$ cat src/rtl/muldiv_pkg.sv
// Shared encodings for the multi-cycle MUL/DIV unit: FSM states, op select, decoder functs.
// Pure declarations; no logic, so no latency or backpressure of its own.
package muldiv_pkg;

  localparam int WIDTH_DEF = 32;

  localparam logic [5:0] FUNCT_MUL = 6'b011000;
  localparam logic [5:0] FUNCT_DIV = 6'b011010;

  localparam logic OP_MUL = 1'b0;
  localparam logic OP_DIV = 1'b1;

  typedef enum logic [1:0] {
    ST_IDLE = 2'd0,
    ST_RUN  = 2'd1,
    ST_FIX  = 2'd2
  } state_e;

endpackage

$ cat src/rtl/muldiv_sequencer_if.sv
// Request/result bundle between the decoder and the MUL/DIV sequencer.
// Busy is the only backpressure: start is ignored while an operation is in flight.
interface muldiv_sequencer_if #(
  parameter int WIDTH = 32
);

  logic             start;
  logic             op_div;
  logic             op_signed;
  logic [WIDTH-1:0] src_a;
  logic [WIDTH-1:0] src_b;
  logic             busy;
  logic             done;
  logic             div_zero;
  logic [WIDTH-1:0] hi;
  logic [WIDTH-1:0] lo;

  modport master (
    output start, op_div, op_signed, src_a, src_b,
    input  busy, done, div_zero, hi, lo
  );

  modport slave (
    input  start, op_div, op_signed, src_a, src_b,
    output busy, done, div_zero, hi, lo
  );

endinterface

$ cat src/rtl/muldiv_step.sv
// One combinational iteration: shift-add multiply or restoring shift-subtract divide.
// Zero latency, no handshake; the sequencer decides when to register the result.
module muldiv_step
  import muldiv_pkg::*;
#(
  parameter int WIDTH = 32
) (
  input  logic [WIDTH-1:0] acc_i,
  input  logic [WIDTH-1:0] shreg_i,
  input  logic [WIDTH-1:0] operand_i,
  input  logic             div_i,
  output logic [WIDTH-1:0] acc_o,
  output logic [WIDTH-1:0] shreg_o
);

  logic [WIDTH:0]   sum;
  logic [WIDTH:0]   shifted;
  logic             ge;
  logic [WIDTH-1:0] diff;

  // Multiply: acc holds the running upper half, shreg the multiplier shifting out LSB-first.
  assign sum = {1'b0, acc_i} + (shreg_i[0] ? {1'b0, operand_i} : '0);

  // Divide: when the trial subtract succeeds the remainder is below the divisor, so it fits WIDTH bits.
  assign shifted = {acc_i, shreg_i[WIDTH-1]};
  assign ge      = (shifted >= {1'b0, operand_i});
  assign diff    = shifted[WIDTH-1:0] - operand_i;

  always_comb begin
    acc_o   = sum[WIDTH:1];
    shreg_o = {sum[0], shreg_i[WIDTH-1:1]};
    if (div_i == OP_DIV) begin
      acc_o   = ge ? diff : shifted[WIDTH-1:0];
      shreg_o = {shreg_i[WIDTH-2:0], ge};
    end
  end

endmodule

$ cat src/rtl/muldiv_sequencer.sv
// Iterative MUL/DIV controller writing HI/LO; done pulses WIDTH+1 edges after the start edge.
// busy stays high from the start edge to the done cycle; start is ignored while busy.
module muldiv_sequencer
  import muldiv_pkg::*;
#(
  parameter int WIDTH = WIDTH_DEF
) (
  input  logic             clk,
  input  logic             rst_n,
  muldiv_sequencer_if.slave bus
);

  localparam int CW = $clog2(WIDTH);
  localparam logic [CW-1:0] LAST = CW'(WIDTH - 1);

  state_e           state_q;
  logic [CW-1:0]    cnt_q;
  logic [WIDTH-1:0] acc_q;
  logic [WIDTH-1:0] shreg_q;
  logic [WIDTH-1:0] opa_q;
  logic [WIDTH-1:0] opb_q;
  logic             sign_a_q;
  logic             sign_b_q;
  logic             op_div_q;
  logic             dz_q;
  logic             busy_q;
  logic             done_q;
  logic             div_zero_q;
  logic [WIDTH-1:0] hi_q;
  logic [WIDTH-1:0] lo_q;

  logic [WIDTH-1:0]   acc_d;
  logic [WIDTH-1:0]   shreg_d;
  logic [WIDTH-1:0]   hi_d;
  logic [WIDTH-1:0]   lo_d;
  logic               neg_a_in;
  logic               neg_b_in;
  logic [WIDTH-1:0]   mag_a;
  logic [WIDTH-1:0]   mag_b;
  logic [2*WIDTH-1:0] prod;
  logic [2*WIDTH-1:0] prod_fix;
  logic [WIDTH-1:0]   quo_fix;
  logic [WIDTH-1:0]   rem_fix;
  logic [WIDTH-1:0]   orig_a;

  assign neg_a_in = bus.op_signed & bus.src_a[WIDTH-1];
  assign neg_b_in = bus.op_signed & bus.src_b[WIDTH-1];
  assign mag_a    = neg_a_in ? -bus.src_a : bus.src_a;
  assign mag_b    = neg_b_in ? -bus.src_b : bus.src_b;

  muldiv_step #(.WIDTH(WIDTH)) u_step (
    .acc_i     (acc_q),
    .shreg_i   (shreg_q),
    .operand_i (op_div_q ? opb_q : opa_q),
    .div_i     (op_div_q),
    .acc_o     (acc_d),
    .shreg_o   (shreg_d)
  );

  // Sign fix-up; most-negative / -1 needs no special case because the magnitude quotient already wraps.
  assign prod     = {acc_q, shreg_q};
  assign prod_fix = (sign_a_q ^ sign_b_q) ? -prod : prod;
  assign quo_fix  = (sign_a_q ^ sign_b_q) ? -shreg_q : shreg_q;
  assign rem_fix  = sign_a_q ? -acc_q : acc_q;
  assign orig_a   = sign_a_q ? -opa_q : opa_q;

  always_comb begin
    hi_d = prod_fix[2*WIDTH-1:WIDTH];
    lo_d = prod_fix[WIDTH-1:0];
    if (op_div_q == OP_DIV) begin
      hi_d = dz_q ? orig_a : rem_fix;
      lo_d = dz_q ? '1 : quo_fix;
    end
  end

  always_ff @(posedge clk or negedge rst_n) begin
    if (!rst_n) begin
      state_q    <= ST_IDLE;
      cnt_q      <= '0;
      acc_q      <= '0;
      shreg_q    <= '0;
      opa_q      <= '0;
      opb_q      <= '0;
      sign_a_q   <= 1'b0;
      sign_b_q   <= 1'b0;
      op_div_q   <= 1'b0;
      dz_q       <= 1'b0;
      busy_q     <= 1'b0;
      done_q     <= 1'b0;
      div_zero_q <= 1'b0;
      hi_q       <= '0;
      lo_q       <= '0;
    end else begin
      case (state_q)
        ST_IDLE: begin
          done_q <= 1'b0;
          if (bus.start) begin
            opa_q    <= mag_a;
            opb_q    <= mag_b;
            sign_a_q <= neg_a_in;
            sign_b_q <= neg_b_in;
            op_div_q <= bus.op_div;
            dz_q     <= (bus.op_div == OP_DIV) && (bus.src_b == '0);
            acc_q    <= '0;
            shreg_q  <= (bus.op_div == OP_DIV) ? mag_a : mag_b;
            cnt_q    <= '0;
            busy_q   <= 1'b1;
            state_q  <= ST_RUN;
          end
        end
        ST_RUN: begin
          acc_q   <= acc_d;
          shreg_q <= shreg_d;
          cnt_q   <= cnt_q + CW'(1);
          if (cnt_q == LAST) begin
            state_q <= ST_FIX;
          end
        end
        ST_FIX: begin
          hi_q       <= hi_d;
          lo_q       <= lo_d;
          div_zero_q <= dz_q;
          done_q     <= 1'b1;
          busy_q     <= 1'b0;
          state_q    <= ST_IDLE;
        end
        default: begin
          state_q <= ST_IDLE;
          busy_q  <= 1'b0;
        end
      endcase
    end
  end

  assign bus.busy     = busy_q;
  assign bus.done     = done_q;
  assign bus.div_zero = div_zero_q;
  assign bus.hi       = hi_q;
  assign bus.lo       = lo_q;

endmodule

$ cat src/flat_wrapper.sv
// flat-port wrapper written by rule: the top's interface ports become plain ports
module muldiv_sequencer_flat import muldiv_pkg::*;
#(
  parameter int WIDTH = WIDTH_DEF
)
  (clk, rst_n, bus_start, bus_op_div, bus_op_signed, bus_src_a, bus_src_b, bus_busy, bus_done, bus_div_zero, bus_hi, bus_lo);
  muldiv_sequencer_if #(.WIDTH(WIDTH)) bus_i ();
  input  logic clk;
  input  logic rst_n;
  input wire logic [$bits(bus_i.start)-1:0] bus_start;
  input wire logic [$bits(bus_i.op_div)-1:0] bus_op_div;
  input wire logic [$bits(bus_i.op_signed)-1:0] bus_op_signed;
  input wire logic [$bits(bus_i.src_a)-1:0] bus_src_a;
  input wire logic [$bits(bus_i.src_b)-1:0] bus_src_b;
  output wire logic [$bits(bus_i.busy)-1:0] bus_busy;
  output wire logic [$bits(bus_i.done)-1:0] bus_done;
  output wire logic [$bits(bus_i.div_zero)-1:0] bus_div_zero;
  output wire logic [$bits(bus_i.hi)-1:0] bus_hi;
  output wire logic [$bits(bus_i.lo)-1:0] bus_lo;
  assign bus_i.start = bus_start;
  assign bus_i.op_div = bus_op_div;
  assign bus_i.op_signed = bus_op_signed;
  assign bus_i.src_a = bus_src_a;
  assign bus_i.src_b = bus_src_b;
  assign bus_busy = bus_i.busy;
  assign bus_done = bus_i.done;
  assign bus_div_zero = bus_i.div_zero;
  assign bus_hi = bus_i.hi;
  assign bus_lo = bus_i.lo;
  muldiv_sequencer #(.WIDTH(WIDTH)) u_core (.clk(clk), .rst_n(rst_n), .bus(bus_i));
endmodule
$ cat config.mk
export PLATFORM = sky130hd
export DESIGN_NAME = muldiv_sequencer_flat
export DESIGN_NICKNAME = d
export VERILOG_FILES = /design/src/rtl/muldiv_pkg.sv /design/src/rtl/muldiv_sequencer_if.sv /design/src/rtl/muldiv_step.sv /design/src/rtl/muldiv_sequencer.sv /design/src/flat_wrapper.sv
export SDC_FILE = /design/constraint.sdc
export NUM_CORES = 1
export LEC_CHECK = 0
export CAP_MARGIN = 20
export CORE_UTILIZATION = 30
export DETAILED_ROUTE_END_ITERATION = 12
export DONT_BUFFER_PORTS = 1
export GPL_TIMING_DRIVEN = 0
export PLACE_DENSITY = 0.47
export SYNTH_ARGS = -nofsm -noshare
export SYNTH_HDL_FRONTEND = slang
export SYNTH_HIERARCHICAL = 1
export SYNTH_SLANG_ARGS = --single-unit
$ cat constraint.sdc
create_clock -name clk -period 4.5 [get_ports clk]
set_input_delay 0.675 -clock clk [delete_from_list [all_inputs] [get_ports clk]]
set_output_delay 0.675 -clock clk [all_outputs]
set_load 0.05 [all_outputs]
# Word level (Yosys, flattened, before mapping)
# Index checks and enable logic that the tools add are counted.
# W data, S select, Z words.
[op_classes]
add_sub_neg = 9
n_reduce_logical = 9
bitwise_logic = 4
order_cmp = 1
eq_ne = 5
mux = 28
[ops]
columns = ["operator", "n"]
rows = [
  ["$mux W32", 17],
  ["$neg A32 Y32", 5],
  ["$pmux W32 S2", 2],
  ["$mux W64", 1],
  ["$neg A64 Y64", 1],
  ["$add A32 B33 Y33", 1],
  ["$ge A33 B32 Y1", 1],
  ["$logic_not A32 Y1", 1],
  ["$sub A32 B32 Y32", 1],
  ["$pmux W5 S2", 1],
  ["$reduce_and A2 Y1", 4],
  ["$add A5 B1 Y5 const B", 1],
  ["$eq A5 B5 Y1 const B", 1],
  ["$mux W5", 1],
  ["$mux W2", 2],
  ["$pmux W1 S2", 2],
  ["$pmux W2 S2", 1],
  ["$reduce_bool A2 Y1", 2],
  ["$and A1 B1 Y1", 2],
  ["$eq A2 B1 Y1 const B", 1],
  ["$eq A2 B2 Y1 const B", 1],
  ["$logic_not A2 Y1", 1],
  ["$ne A2 B1 Y1 const B", 1],
  ["$ne A2 B2 Y1 const B", 1],
  ["other kinds (4)", 4],
]
[word_totals]
input_bits = 69
output_inout_bits = 67
register_bits = 206
wordCells = 71

# Longest topological paths before layout
[depth]
ltp_word = 5
depth_mapped = 21
ltp_nobuf = 16

# By module
# Netlist, hierarchy kept.
[modules_own_cells]
columns = ["mod", "seq_area_each_um2", "cells_each", "area_each_um2", "n_inst"]
rows = [
  ["muldiv_sequencer", 5154.9, 1562, 13410.4, 1],
  ["muldiv_step", 0.0, 713, 4780.8, 1],
]

# Worst setup path before layout
# No wires, ideal clock.
[synth_path]
kind = "flip-flop to flip-flop"
startpoint = "register u_core.op_div_q"
endpoint = "register u_core.acc_q[30]"
synth_period_minus_slack_ns = 4.080
path_stages_with_launch = 17
t_required_ns = 4.379
setup_ns = 0.121
setup_slack_ns = 0.420
t_arrival_ns = 3.959
path_cell_list = "dfrtp_1 clkbuf_1 clkbuf_1 buf_1 mux2_2 and2_1 ha_1 and3_1 a21boi_1 a2111oi_4 nor2_2 a221o_1 a21o_1 a41oi_2 xor2_1 mux2i_1 a22o_1"
[synth_between]
elab_chain_cells = 5
elab_cells_between_ends = 8
cone_classes = "add/sub: 2; order compare: 1; mux: 5"
[synth_rtl]
columns = ["item", "line_no", "rtl"]
rows = [
  ["start: declaration", "muldiv_sequencer.sv:24", "logic op_div_q;"],
  ["start signal: assignment", "muldiv_sequencer.sv:102", "op_div_q <= bus.op_div;"],
  ["$mux W32", "muldiv_sequencer.sv:54", ".operand_i (op_div_q ? opb_q : opa_q),"],
  ["$mux W32 (tied with other cells)", "muldiv_step.sv:22", "assign sum = {1'b0, acc_i} + (shreg_i[0] ? {1'b0, operand_i} : '0);"],
  ["$add A32 B33 Y33 / $mux W32 (equally long branches)", "muldiv_step.sv:22, muldiv_step.sv:33", ""],
  ["$mux W32 *", "muldiv_step.sv:32", "if (div_i == OP_DIV) begin"],
  ["net u_core.acc_d[30]", "muldiv_sequencer.sv:32", "logic [WIDTH-1:0] acc_d;"],
  ["$pmux W32 S2 *", "muldiv_sequencer.sv:94", "case (state_q)"],
  ["end signal: assignment", "muldiv_sequencer.sv:80", "acc_q <= '0;"],
  ["end signal: assignment", "muldiv_sequencer.sv:104", "acc_q <= '0;"],
  ["end signal: assignment", "muldiv_sequencer.sv:112", "acc_q <= acc_d;"],
  ["end: declaration", "muldiv_sequencer.sv:18", "logic [WIDTH-1:0] acc_q;"],
]
# Mark *: on every way through the listed nets, which the timed path passes. The rest lies on a longest branch.
# A chain may end at the register's enable or synchronous reset.

# Final worst setup path
[layout_path]
startpoint = "register u_core.op_div_q"
endpoint = "register u_core.acc_q[31]"
# The elaborated chain is that of the path after synthesis.

==> results.yml <==
synthesis:
  synth_area_sq_um: 18200
  synthAdderAreaFrac_pct: 5.10
  yosys.area.top_type: "dfrtp_1"
  synth_commonest_cells: "230 x nand2_1, 206 x dfrtp_1, 197 x nor2_1, 189 x a21oi_1, 171 x o21ai_0"
  synthTopCellsByArea: "dfrtp_1 28%, a21oi_1 5.2%, ha_1 4.9%, xnor2_1 4.9%, nand2_1 4.7%"
  ys_ff_latch: 206
  synth_compound_area_share_pct: 25.8
  synth.avg_cell_area_sq_um: 8.00
  synth_edf_count: 0
  synthSimpleGateAreaFrac_pct: 20.5
  netlist_instances: 2275
  yosysSeqAreaShare_pct: 28.3
  synth-main-ff-cell: "dfrtp_1"
  ys_warn_count: 6
  synth_most_common_cell: "nand2_1"
  synth_top_area_share_pct: 28.3
  synthDistinctLibCells: 98
  synth-xor-area-share_pct: 8.47
  synth.mux.area_fraction_pct: 6.43
  synth_top_family_by_area: "compound AO/OA/AOI/OAI gates"
  synthArstFlopShare_pct: 100
  syn_nets: 2417
clock_tree:
  cts_tree: "built"
  cts_made_buffers: 26
  h-tree-depth: 1
  path_clk_slew_ns: 0.06
  root_buffer: "clkbuf_16"
  clk_latency_ns: 0.59
  clock_sinks: 206
  clk_path_buf_depth: 3
global_route:
  grt-busiest-layer: "met2"
  grt_pass1_wl_mm: 122
  grt_use_total_pct: 26.9
  antenna_found_initial: 0
  grt_start_max_net_pins: 207
  gr-total-overflow: 0
  met1_usage_pct: 35.6
  met2_usage_pct: 43.1
  grtUsageMet3_pct: 4.49
  grt_pass1_vias: 18100
placement:
  port-buffer-count: 0
  dpl.hpwl_mm: 67.0
  routabilityCongestion: 0.977
  placedCellCount: 3050
  post_dp_cell_area_sq_um: 19200
min_path:
  hold_path_class: "in -> async"
die:
  die_h_um: 248
  dieWidth_um: 248
  die_area_sq_um: 61600
  ios: 136
  core_sq_um: 59500
  initial_core_util_pct: 30.6
  placementRows: 89
drt:
  first_pass_iters: 5
  first_iter_violations: 1771
  vias_per_cell: 6.06
  routed_wl_mm: 84.6
  wire_per_inst_um: 27.3
  postRouteAntennaNets: 0
  route.vias.total: 18800
  route.detailed.drc: 0
timing:
  maxSlewHeadroom_pct: 24.1
  fmax_mhz: 232
  setup-tns-final_ns: 0
  fin_crit_ns: 4.31
  drv_slew: 0
  hold_viol: 206
  fin_crit_sh_pct: 95.8
  hold_ws_ns: -0.191
  rsz0062_at_grt: "false"
  worst_clock_skew_ns: 0.0299
  tightest_slew_ns: 1.13
  setup_viol: 0
critical_path:
  r2r-start: "u_core/op_div_q"
  worstSetupPathType: "reg -> reg"
  crit_start: "u_core/op_div_q"
  cp_max_fo: 10
  crit_path_end_kind: "register"
  start_kind: "register"
  required_ns: 4.96
  cp.arrival_ns: 4.77
layout:
  drive_above_1_share_pct: 8.76
  final_area_sq_um: 20200
  stdcell_count: 3101
  syn_to_final_growth_pct: 11.2
  fin_nets: 2451
  antenna_cells: 0
job:
  maxCapViolations: 0
status:
  violations: "negative hold slack"
  outcome: "finished, violations left"
stage by stage:
| stage | worst slack, ns | hold slack (ns) | utilization, % |
|---|---|---|---|
| after floorplan | 0.420 | 0.379 | - |
| after global placement | -1.22 | 0.402 | 32.2 |
| after detailed placement | -1.20 | 0.404 | 32.2 |
| after CTS | 0.0411 | -0.207 | 33.9 |
| after global routing | 0.0336 | -0.216 | 34.0 |
| final | 0.189 | -0.191 | 34.0 |
kinds of logic (layout without fill, tap and decap cells):
kind of cell,Yosys count,after routing
AO/OA/AOI/OAI,712,712
XOR/XNOR,176,176
adder cells (fa/ha/maj),73,73
buffers and inverters,238,291
flip-flops,206,206
multiplexers,105,105
AND/OR/NAND/NOR,765,765
cells in the final DEF (no fill, tap or decap), types with 13 or more instances in the layout:
cell type    n
nand4_1     26
xor2_1      75
a22oi_1     21
a31oi_1     28
o22ai_1     14
nor4_1      41
a21o_1      21
nand2_1    230
ha_1        71
and2_1      38
nor2b_1     13
nor3_1      67
nand2b_1    17
or4_1       17
o41ai_1     23
mux2_2      70
clkbuf_1   119
or3_1       19
xnor2_1    101
a22o_1      29
clkbuf_16   26
nor2_1     197
or2_2       14
inv_1       81
mux2i_1     31
a211oi_1    15
a21oi_1    189
o211ai_1    29
o221ai_1    13
o21ai_0    170
buf_2       14
o21a_1      14
dfrtp_1    205
nand3_1     37
o31ai_1     30
worst paths after layout:
| check | to | slack (ns) | cells past startpoint |
|---|---|---|---|
| setup reg to reg | u_core/acc_q[31] | 0.19 | 15 |
| hold / removal | u_core/acc_q[19] | -0.19 | 0 |
| max in group asynchronous | u_core/acc_q[28] | 4.15 | 0 |
| min in group clk | u_core/opa_q[31] | 0.25 | 2 |
| setup / recovery | u_core/acc_q[31] | 0.19 | 15 |
| hold reg to reg | u_core/opb_q[21] | 0.48 | 2 |
repair_timing:
| action | in CTS | in global routing |
|---|---|---|
| setup buffers | 0 | 4 |
| endpoints found under the setup margin | 33 | 7 |
| pin swaps | 0 | 5 |
| resized for setup | 13 | 9 |
| gates cloned | 0 | 0 |
| hold endpoints to repair | 206 | 206 |
final cells by class:
cell class,instances,area (sq um)
tap,773,967
buffer,155,684
sequential,206,5160
fill,6423,39200
clock buffer,34,721
clock inverter,13,249
multi-input combinational,1831,12100
inverter,81,304
timing repair buffer,8,52.6
routing by layer:
layer	vias to the layer above	routed length, um
li1	8444	-
met5	-	0
met4	0	4210
met3	200	6090
met1	9313	35900
met2	847	38400
worst max-delay path, cell delays in order (launching register included):
cell       delay, ns
dfrtp_2         0.49
buf_8           0.21
buf_6           0.18
mux2_2          0.38
and2_1          0.15
ha_1            0.35
a211oi_2        0.36
o21ai_1         0.23
a2111oi_4       0.38
nor2_1          0.17
o21ai_4         0.27
o21ai_1         0.16
o211a_1         0.27
o21ai_0         0.22
a22oi_1         0.11
a22o_1          0.24
registers in the layout, summed over array words and instances, names as in the netlist, 2 cells and up:
signal          flops
u_core/shreg_q     32
u_core/state_q      2
u_core/cnt_q        5
u_core/opa_q       32
u_core/opb_q       32
u_core/acc_q       32
u_core/bus.hi      32
u_core/bus.lo      32
Power is left out: the tool's default activity adds up to more than one toggle a clock period on the data nets, which glitch-free logic cannot reach.
